<file path="src/rtl/riscv_pkg.sv">
// rtl/riscv_pkg.sv - shared opcode, state, class and mux-select encodings for the core
//
// Purpose: constants and types used by the sequencer and the instruction decoders.
// Ports: none (package).
package riscv_pkg;

  localparam logic [6:0] OP_R      = 7'b0110011;
  localparam logic [6:0] OP_I      = 7'b0010011;
  localparam logic [6:0] OP_LOAD   = 7'b0000011;
  localparam logic [6:0] OP_STORE  = 7'b0100011;
  localparam logic [6:0] OP_BRANCH = 7'b1100011;
  localparam logic [6:0] OP_JAL    = 7'b1101111;
  localparam logic [6:0] OP_JALR   = 7'b1100111;
  localparam logic [6:0] OP_AUIPC  = 7'b0010111;
  localparam logic [6:0] OP_LUI    = 7'b0110111;

  typedef enum logic [2:0] {
    ST_FETCH,
    ST_DECODE,
    ST_EXEC,
    ST_MEM,
    ST_WB,
    ST_TRAP
  } state_t;

  typedef enum logic [3:0] {
    CLS_R,
    CLS_I,
    CLS_LOAD,
    CLS_STORE,
    CLS_BRANCH,
    CLS_JAL,
    CLS_JALR,
    CLS_AUIPC,
    CLS_LUI,
    CLS_NONE
  } iclass_t;

  localparam logic [1:0] PC_SEL_PLUS4 = 2'd0;
  localparam logic [1:0] PC_SEL_IMM   = 2'd1;
  localparam logic [1:0] PC_SEL_ALU   = 2'd2;

  localparam logic [1:0] WB_SEL_ALU  = 2'd0;
  localparam logic [1:0] WB_SEL_LOAD = 2'd1;
  localparam logic [1:0] WB_SEL_PC4  = 2'd2;
  localparam logic [1:0] WB_SEL_IMM  = 2'd3;

endpackage

</file>
<file path="src/rtl/instr_class_decode.sv">
// rtl/instr_class_decode.sv - combinational opcode to instruction-class decode
//
// Purpose: map IR[6:0] to an instruction class and a legal flag.
// Ports:
//   opcode - IR[6:0]
//   cls    - decoded instruction class (CLS_NONE when unknown)
//   legal  - 1 when opcode is one of the supported classes
module instr_class_decode
  import riscv_pkg::*;
(
  input  logic [6:0] opcode,
  output iclass_t    cls,
  output logic       legal
);

  always_comb begin
    legal = 1'b1;
    case (opcode)
      OP_R:      cls = CLS_R;
      OP_I:      cls = CLS_I;
      OP_LOAD:   cls = CLS_LOAD;
      OP_STORE:  cls = CLS_STORE;
      OP_BRANCH: cls = CLS_BRANCH;
      OP_JAL:    cls = CLS_JAL;
      OP_JALR:   cls = CLS_JALR;
      OP_AUIPC:  cls = CLS_AUIPC;
      OP_LUI:    cls = CLS_LUI;
      default: begin
        cls   = CLS_NONE;
        legal = 1'b0;
      end
    endcase
  end

endmodule

</file>
<file path="src/rtl/core_sequencer.sv">
// rtl/core_sequencer.sv - multi-cycle fetch/decode/exec/mem/wb sequencer for the core
//
// Purpose: steps each instruction through the pipeline states, runs the
// instruction/data memory handshakes and drives datapath enables and selects.
// Ports:
//   clk, reset            - clock, synchronous active-high reset
//   opcode                - IR[6:0], valid from DECODE
//   branch_taken          - branch comparator result, used in EXEC
//   imem_req / imem_ack   - instruction fetch handshake
//   dmem_req / dmem_we / dmem_ack - data access handshake (we=1 store)
//   ir_we, pc_we, pc_sel  - IR load, PC update and PC source select
//   alu_a_sel, alu_b_sel  - ALU operand selects (a: 0 rs1/1 PC, b: 0 rs2/1 imm)
//   rf_we, wb_sel         - register write enable and writeback source
//   illegal               - sticky unknown-opcode flag
//   retired               - completed-instruction counter
module core_sequencer
  import riscv_pkg::*;
#(
  parameter int XLEN = 32
) (
  input  logic            clk,
  input  logic            reset,
  input  logic [6:0]      opcode,
  input  logic            branch_taken,
  output logic            imem_req,
  input  logic            imem_ack,
  output logic            dmem_req,
  output logic            dmem_we,
  input  logic            dmem_ack,
  output logic            ir_we,
  output logic            pc_we,
  output logic [1:0]      pc_sel,
  output logic            alu_a_sel,
  output logic            alu_b_sel,
  output logic            rf_we,
  output logic [1:0]      wb_sel,
  output logic            illegal,
  output logic [XLEN-1:0] retired
);

  state_t  state;
  iclass_t cls_q;
  iclass_t dec_cls;
  logic    dec_legal;

  instr_class_decode u_decode (
    .opcode (opcode),
    .cls    (dec_cls),
    .legal  (dec_legal)
  );

  always_ff @(posedge clk) begin
    if (reset) begin
      state   <= ST_FETCH;
      cls_q   <= CLS_NONE;
      illegal <= 1'b0;
      retired <= '0;
    end else begin
      // pc_we fires exactly once per completed instruction, so it doubles
      // as the retire strobe.
      if (pc_we) begin
        retired <= retired + XLEN'(1);
      end
      case (state)
        ST_FETCH: begin
          if (imem_ack) state <= ST_DECODE;
        end
        ST_DECODE: begin
          cls_q <= dec_cls;
          if (!dec_legal) begin
            illegal <= 1'b1;
            state   <= ST_TRAP;
          end else if (dec_cls == CLS_LUI) begin
            state <= ST_WB;
          end else begin
            state <= ST_EXEC;
          end
        end
        ST_EXEC: begin
          case (cls_q)
            CLS_BRANCH:          state <= ST_FETCH;
            CLS_LOAD, CLS_STORE: state <= ST_MEM;
            default:             state <= ST_WB;
          endcase
        end
        ST_MEM: begin
          if (dmem_ack) state <= (cls_q == CLS_STORE) ? ST_FETCH : ST_WB;
        end
        ST_WB:   state <= ST_FETCH;
        ST_TRAP: state <= ST_TRAP;
        default: state <= ST_FETCH;
      endcase
    end
  end

  // Outputs decode the current state; everything is forced low while reset
  // is high so an in-flight access is abandoned without a stray enable.
  always_comb begin
    imem_req  = 1'b0;
    dmem_req  = 1'b0;
    dmem_we   = 1'b0;
    ir_we     = 1'b0;
    pc_we     = 1'b0;
    pc_sel    = PC_SEL_PLUS4;
    alu_a_sel = 1'b0;
    alu_b_sel = 1'b0;
    rf_we     = 1'b0;
    wb_sel    = WB_SEL_ALU;
    if (!reset) begin
      case (state)
        ST_FETCH: begin
          imem_req = 1'b1;
          ir_we    = imem_ack;
        end
        ST_EXEC: begin
          case (cls_q)
            CLS_I, CLS_LOAD, CLS_STORE, CLS_JALR: alu_b_sel = 1'b1;
            CLS_AUIPC: begin
              alu_a_sel = 1'b1;
              alu_b_sel = 1'b1;
            end
            CLS_BRANCH: begin
              pc_we  = 1'b1;
              pc_sel = branch_taken ? PC_SEL_IMM : PC_SEL_PLUS4;
            end
            default: ;
          endcase
        end
        ST_MEM: begin
          dmem_req = 1'b1;
          dmem_we  = (cls_q == CLS_STORE);
          pc_we    = dmem_ack && (cls_q == CLS_STORE);
        end
        ST_WB: begin
          rf_we = 1'b1;
          pc_we = 1'b1;
          case (cls_q)
            CLS_LOAD: wb_sel = WB_SEL_LOAD;
            CLS_JAL: begin
              wb_sel = WB_SEL_PC4;
              pc_sel = PC_SEL_IMM;
            end
            CLS_JALR: begin
              wb_sel = WB_SEL_PC4;
              pc_sel = PC_SEL_ALU;
            end
            CLS_LUI: wb_sel = WB_SEL_IMM;
            default: ;
          endcase
        end
        default: ;
      endcase
    end
  end

endmodule
</file>
<file path="config.mk">
export PLATFORM = sky130hd
export DESIGN_NAME = core_sequencer
export DESIGN_NICKNAME = d
export VERILOG_FILES = /design/src/rtl/riscv_pkg.sv /design/src/rtl/instr_class_decode.sv /design/src/rtl/core_sequencer.sv
export SDC_FILE = /design/constraint.sdc
export NUM_CORES = 1
export LEC_CHECK = 0
export BUFFER_PORTS_ARGS = -buffer_cell sky130_fd_sc_hd__buf_2
export CAP_MARGIN = 10
export CORE_MARGIN = 4
export CORE_UTILIZATION = 57
export CTS_CLUSTER_SIZE = 14
export DETAILED_ROUTE_END_ITERATION = 7
export PLACE_DENSITY = 0.88
export SKIP_LAST_GASP = 1
export SYNTH_ARGS = -nofsm -noshare
export SYNTH_HDL_FRONTEND = slang
export SYNTH_HIERARCHICAL = 1
export SYNTH_SLANG_ARGS = --single-unit
</file>
<file path="constraint.sdc">
create_clock -name clk -period 3.4 [get_ports clk]
set_clock_uncertainty 0.2 [all_clocks]
set_input_delay 0.34 -clock clk [delete_from_list [all_inputs] [get_ports clk]]
set_output_delay 0.34 -clock clk [all_outputs]
set_load 0.03 [all_outputs]
</file>
* Word level (Yosys, flattened, before mapping)
Cells that the tools add are included.
** Operators by class
- Muxes and demuxes :: 36
- Add/sub/neg operators :: 1
- Equality and inequality tests :: 25
- Bitwise gates (word level) :: 1
- Reductions and logical operators :: 8
** Operators by type and width (count)
- 4-bit case mux with 9 select lines :: 1
- 32-bit by 1-bit adder with 32-bit output (second input constant) :: 1
- 7-bit by 6-bit == test with 1-bit output (second input constant) :: 3
- 7-bit == test (second input constant) :: 3
- 1-bit two-way mux :: 21
- 4-bit by 3-bit == test with 1-bit output (second input constant) :: 4
- 3-bit two-way mux :: 5
- 3-bit case mux with 5 select lines :: 1
- 7-bit by 5-bit == test with 1-bit output (second input constant) :: 2
- 9-bit OR reduction :: 1
- 4-bit by 2-bit == test with 1-bit output (second input constant) :: 2
- 4-bit == test (second input constant) :: 2
- 2-bit case mux with 2 select lines :: 2
- 7-bit by 2-bit == test with 1-bit output (second input constant) :: 1
- 3-bit by 2-bit == test with 1-bit output (second input constant) :: 2
- 3-bit == test (second input constant) :: 2
- 2-bit two-way mux :: 3
- 2-bit case mux with 3 select lines :: 1
- 3-bit case mux with 2 select lines :: 1
- 5-bit OR reduction :: 1
- 4-bit by 1-bit == test with 1-bit output (second input constant) :: 1
- 2-bit != test (second input constant) :: 2
- 2-bit AND reduction :: 2
- 2-bit OR reduction :: 2
- other kinds (5) :: 5
** Storage, ports and cells
- Bits of input ports :: 12
- Register bits :: 40

* Longest topological paths before layout
- Depth after elaboration :: 6
- Gate-level depth with buffers :: 8
- Gate-level depth less buffers :: 8

* Modules after synthesis
The synthesis kept the hierarchy.
** Modules (own cells, without submodules)
- core_sequencer :: seq. area each 800.8 um2, area an instance 2209.6 um2, times used 1, cells an instance 277
- instr_class_decode :: seq. area each 0.0 um2, area an instance 128.9 um2, times used 1, cells an instance 21

* Worst setup path before layout
OpenSTA, ideal clock, no wires.
- Path type :: flip-flop to output port
- Start point :: register state[0]
- End point :: output ir_we
- Arrival :: 2.015 ns
- Data required time :: 2.860 ns
- Path buffers :: 1
- Slack :: 0.845 ns
- Stages on the path, launching flop included :: 4
- Cells stage by stage :: dfxtp_1 clkbuf_1 nor4_1 and2_1
** On the way
- Cells in the longest elaborated chain, start to end :: 3
** Ends and longest elaborated chain
- start, declared :: RTL line core_sequencer.sv:41 : state_t state;
- start signal, assigned :: RTL line core_sequencer.sv:87 : if (dmem_ack) state <= (cls_q == CLS_STORE) ? ST_FETCH : ST_WB;
- 3-bit zero test :: RTL line core_sequencer.sv:110 : case (state)
- 1-bit two-way mux :: RTL line core_sequencer.sv:110
- 1-bit two-way mux :: RTL line core_sequencer.sv:109 : if (!reset) begin
- end, declared :: RTL line core_sequencer.sv:30 : output logic ir_we,
Every way passes these cells.

* Worst setup path in the final report
- Start point :: register state[1]
- End point :: register retired[31]
** On the way
- Cells in the longest elaborated chain, start to end :: 3
- Elaborated cells between the ends (all ways) :: 5
- Classes of those cells :: eq/ne (3); mux (2)
** Ends and longest elaborated chain
- 3-bit == test or 3-bit by 2-bit == test with 1-bit output (tied branches) :: RTL line core_sequencer.sv:110
- 1-bit case mux with 3 select lines * :: RTL line core_sequencer.sv:110
- 1-bit two-way mux * :: RTL line core_sequencer.sv:109
- end signal, assigned :: RTL line core_sequencer.sv:62 : retired <= retired + XLEN'(1);
- end, declared :: RTL line core_sequencer.sv:38 : output logic [XLEN-1:0] retired
Mark *: on every way between the ends. The rest lies on a longest branch, timed or not.
A chain may end at the register's enable or synchronous reset.

==> metrics <==
status=finished, final reports clean; most common flop cell mapped by yosys=dfxtp_1; Post-Syn Area per Cell=7.85 um^2; min Tclk post-route=2.61 ns; Crit. Startpoint=state[1]; Critical Path Fanout Max=11; part of the power in combinational logic=0.102; First DRT Iteration DRCs=200; asr flop ratio synth=0; sequential-to-total area share from yosys stat=0.342; CP arrival=2.64 ns; Clock Tree Buf Depth=2; Max Slew Vio Count=0; area delta synth->final=17.7%; initial core utilization=0.589; via count=2,383; number of buffers added on ports=56; H-tree depth=2; Ys Warns=6; M1 WL=2560 um; most frequent cells in the layout=56 x buf_2, 40 x dfxtp_1, 31 x nor2_1; cell breakdown of the critical path=nor2b_1, a311o_1, nand4_1, or3_1, a21oi_1; largest net degree at the start of global routing=44; PwrDens=384 nW/um^2; WL met2=2720 um; initial antenna violation count=0; num ports=57; commonest non-fill, non-tap cell in the layout=buf_2; Crit. End Element=flip-flop; Remaining DRCs=0; first-pass GRT wire length=9570 um; total CTS buffers=5; critical path's top delay family=simple AND/OR/NAND/NOR gates; hold_buf cts=0; layout cells sized above 1=0.220; Core Box Area=3970 um^2; Total Power=1.06 mW; final wirelength=5670 um; CP Buf/Inv Count=0; TritonCTS clock tree=yes; worst hold slack=0.0802 ns; die extent in x=72.1 um; Least-Margin Pin Slew=0.749 ns; Clk pwr share=0.431; fin worst setup slack=0.795 ns; Final setup violation count=0; global-route usage over all layers=0.228; reg-to-reg critical path startpoint=state[1]; Syn Std Cell Area=2340 um^2; post-synthesis register bit count=40; Mapped Cells=298; CTS root buffer=clkbuf_8; WS Path Type=flip-flop to flip-flop; Lkg Pwr=1.07 nW; Antenna diodes=0; CP Data Required Time=3.43 ns; RSZ-0062 raised after global routing=false; Post-synth EDFFs=0; sw frac=0.240; Placer Congestion=0.905; clock insertion delay at the later pin of the skew report=0.30 ns; global route overflow=0; Resized Gates After CTS=0; worst vdd ir=204 uV; NetSw=0.253 mW; Place WS=0.843 ns; Slew headroom=0.500; Seq pwr share=0.468; highest metal layer with signal wires=met4; final hold vios=0; Max Clock Freq=384 MHz; wire per inst=14.3 um; CP max stage cell=dfxtp_1; clock sinks=40; Post-layout nets=359; ANT nets after route=0; Die ar.=5190 um^2; synthesized net count=311; crit-path max cell delay=0.50 ns; CP Launch Type=flip-flop; final worst-path cycle share=0.766; Post-Route Utilization=0.693; unique cell type count in the Yosys netlist=52; hold path start=dmem_ack; post-CTS setup buffer count=0; setup TNS=0 ns; Layout fillers=347; Die Ht=72.1 um; DR WL met3=311 um; post-detail-place hpwl=4170 um; routed vias/inst=6.02; Internal=0.803 mW; num rows=23; vias in the first global route=2,196; hold crit path type=input port to flip-flop; CTS clk-pin slew, worst paths=0.08 ns; Max-Cap Viols=0; drt first pass iters=4
## worst reg2reg max path: stages, from the launching register on
cell,delay [ns]
dfxtp_1,0.50
nor2b_1,0.39
a311o_1,0.43
nand4_1,0.39
or3_1,0.47
a21oi_1,0.15
## power groups by stage
stage                     Clock [mW]  Sequential, mW  Combinational (mW)
after global placement             0           0.504               0.104
after detailed placement           0           0.504               0.106
after floorplan                    0           0.502              0.0800
after CTS                      0.458           0.493               0.107
after global routing           0.477           0.496               0.119
final                          0.455           0.494               0.107
## through the flow
stage	instance area (um^2)	instances
final	2750	396
after CTS	2750	396
after global placement	2620	389
after global routing	2750	396
after floorplan	2340	298
after detailed placement	2620	389
## synthesized netlist by cell type (2+ instances only)
master	n	share of area
mux2i_1	2	0.0086
o31ai_1	3	0.0096
inv_1	11	0.018
nand4b_1	2	0.0075
nand4_1	13	0.035
xor2_1	6	0.022
or4_1	5	0.016
nor2_1	31	0.050
nand3_1	11	0.024
nand2_1	21	0.034
nor2b_1	4	0.011
or4b_1	2	0.0086
nand3b_1	5	0.016
nand2b_1	2	0.0053
dfxtp_1	40	0.34
o21a_1	3	0.0096
a211o_2	2	0.0086
and3_1	3	0.0080
nor4_1	10	0.027
or3_1	8	0.021
buf_2	5	0.011
o21ai_0	19	0.041
xnor2_1	12	0.045
nor3_1	13	0.028
and2_1	3	0.0080
clkbuf_1	10	0.016
a21oi_1	25	0.054
and4_1	2	0.0075
a211o_1	2	0.0075
## final timing paths
| check | endpoint | slack, ns | cells past startpoint |
|---|---|---|---|
| worst max-delay path | retired[31] | 0.79 | 5 |
| worst min-delay path | state[0] | 0.08 | 2 |
| worst min register to register | illegal | 0.27 | 2 |
| worst max register to register | retired[31] | 0.79 | 5 |
## per-layer routing
layer | global-route usage | up-vias
met5 | 0 | -
li1 | - | 1184
met4 | 0.0752 | 0
met3 | 0.0457 | 7
met1 | 0.290 | 1110
met2 | 0.386 | 82
## final cells by class
type                    count  area (um^2)  area share
flip-flops and latches     40          801       0.291
multi-input cells         230         1430       0.518
inverters                  12         45.0      0.0164
clock inverters             2         60.1      0.0218
well taps                  50         62.6      0.0227
clock buffers               5         68.8      0.0250
repair buffers             57          288       0.105
## flip-flops by register name, indices dropped and copies added (netlist names)
name	count
cls_q	4
illegal	1
retired	32
state	3
## cell families after synthesis
family / count (synthesis) / synth area share
and+or+nand+nor: 144 / 0.354
AOI/OAI and AO/OA: 65 / 0.174
DFF: 40 / 0.342
buffers and inverters: 28 / 0.0476
xor gates and xnor gates: 18 / 0.0674
muxes: 2 / 0.00856
adders and majority gates: 1 / 0.00535
Power figures use the tool's default switching activity.
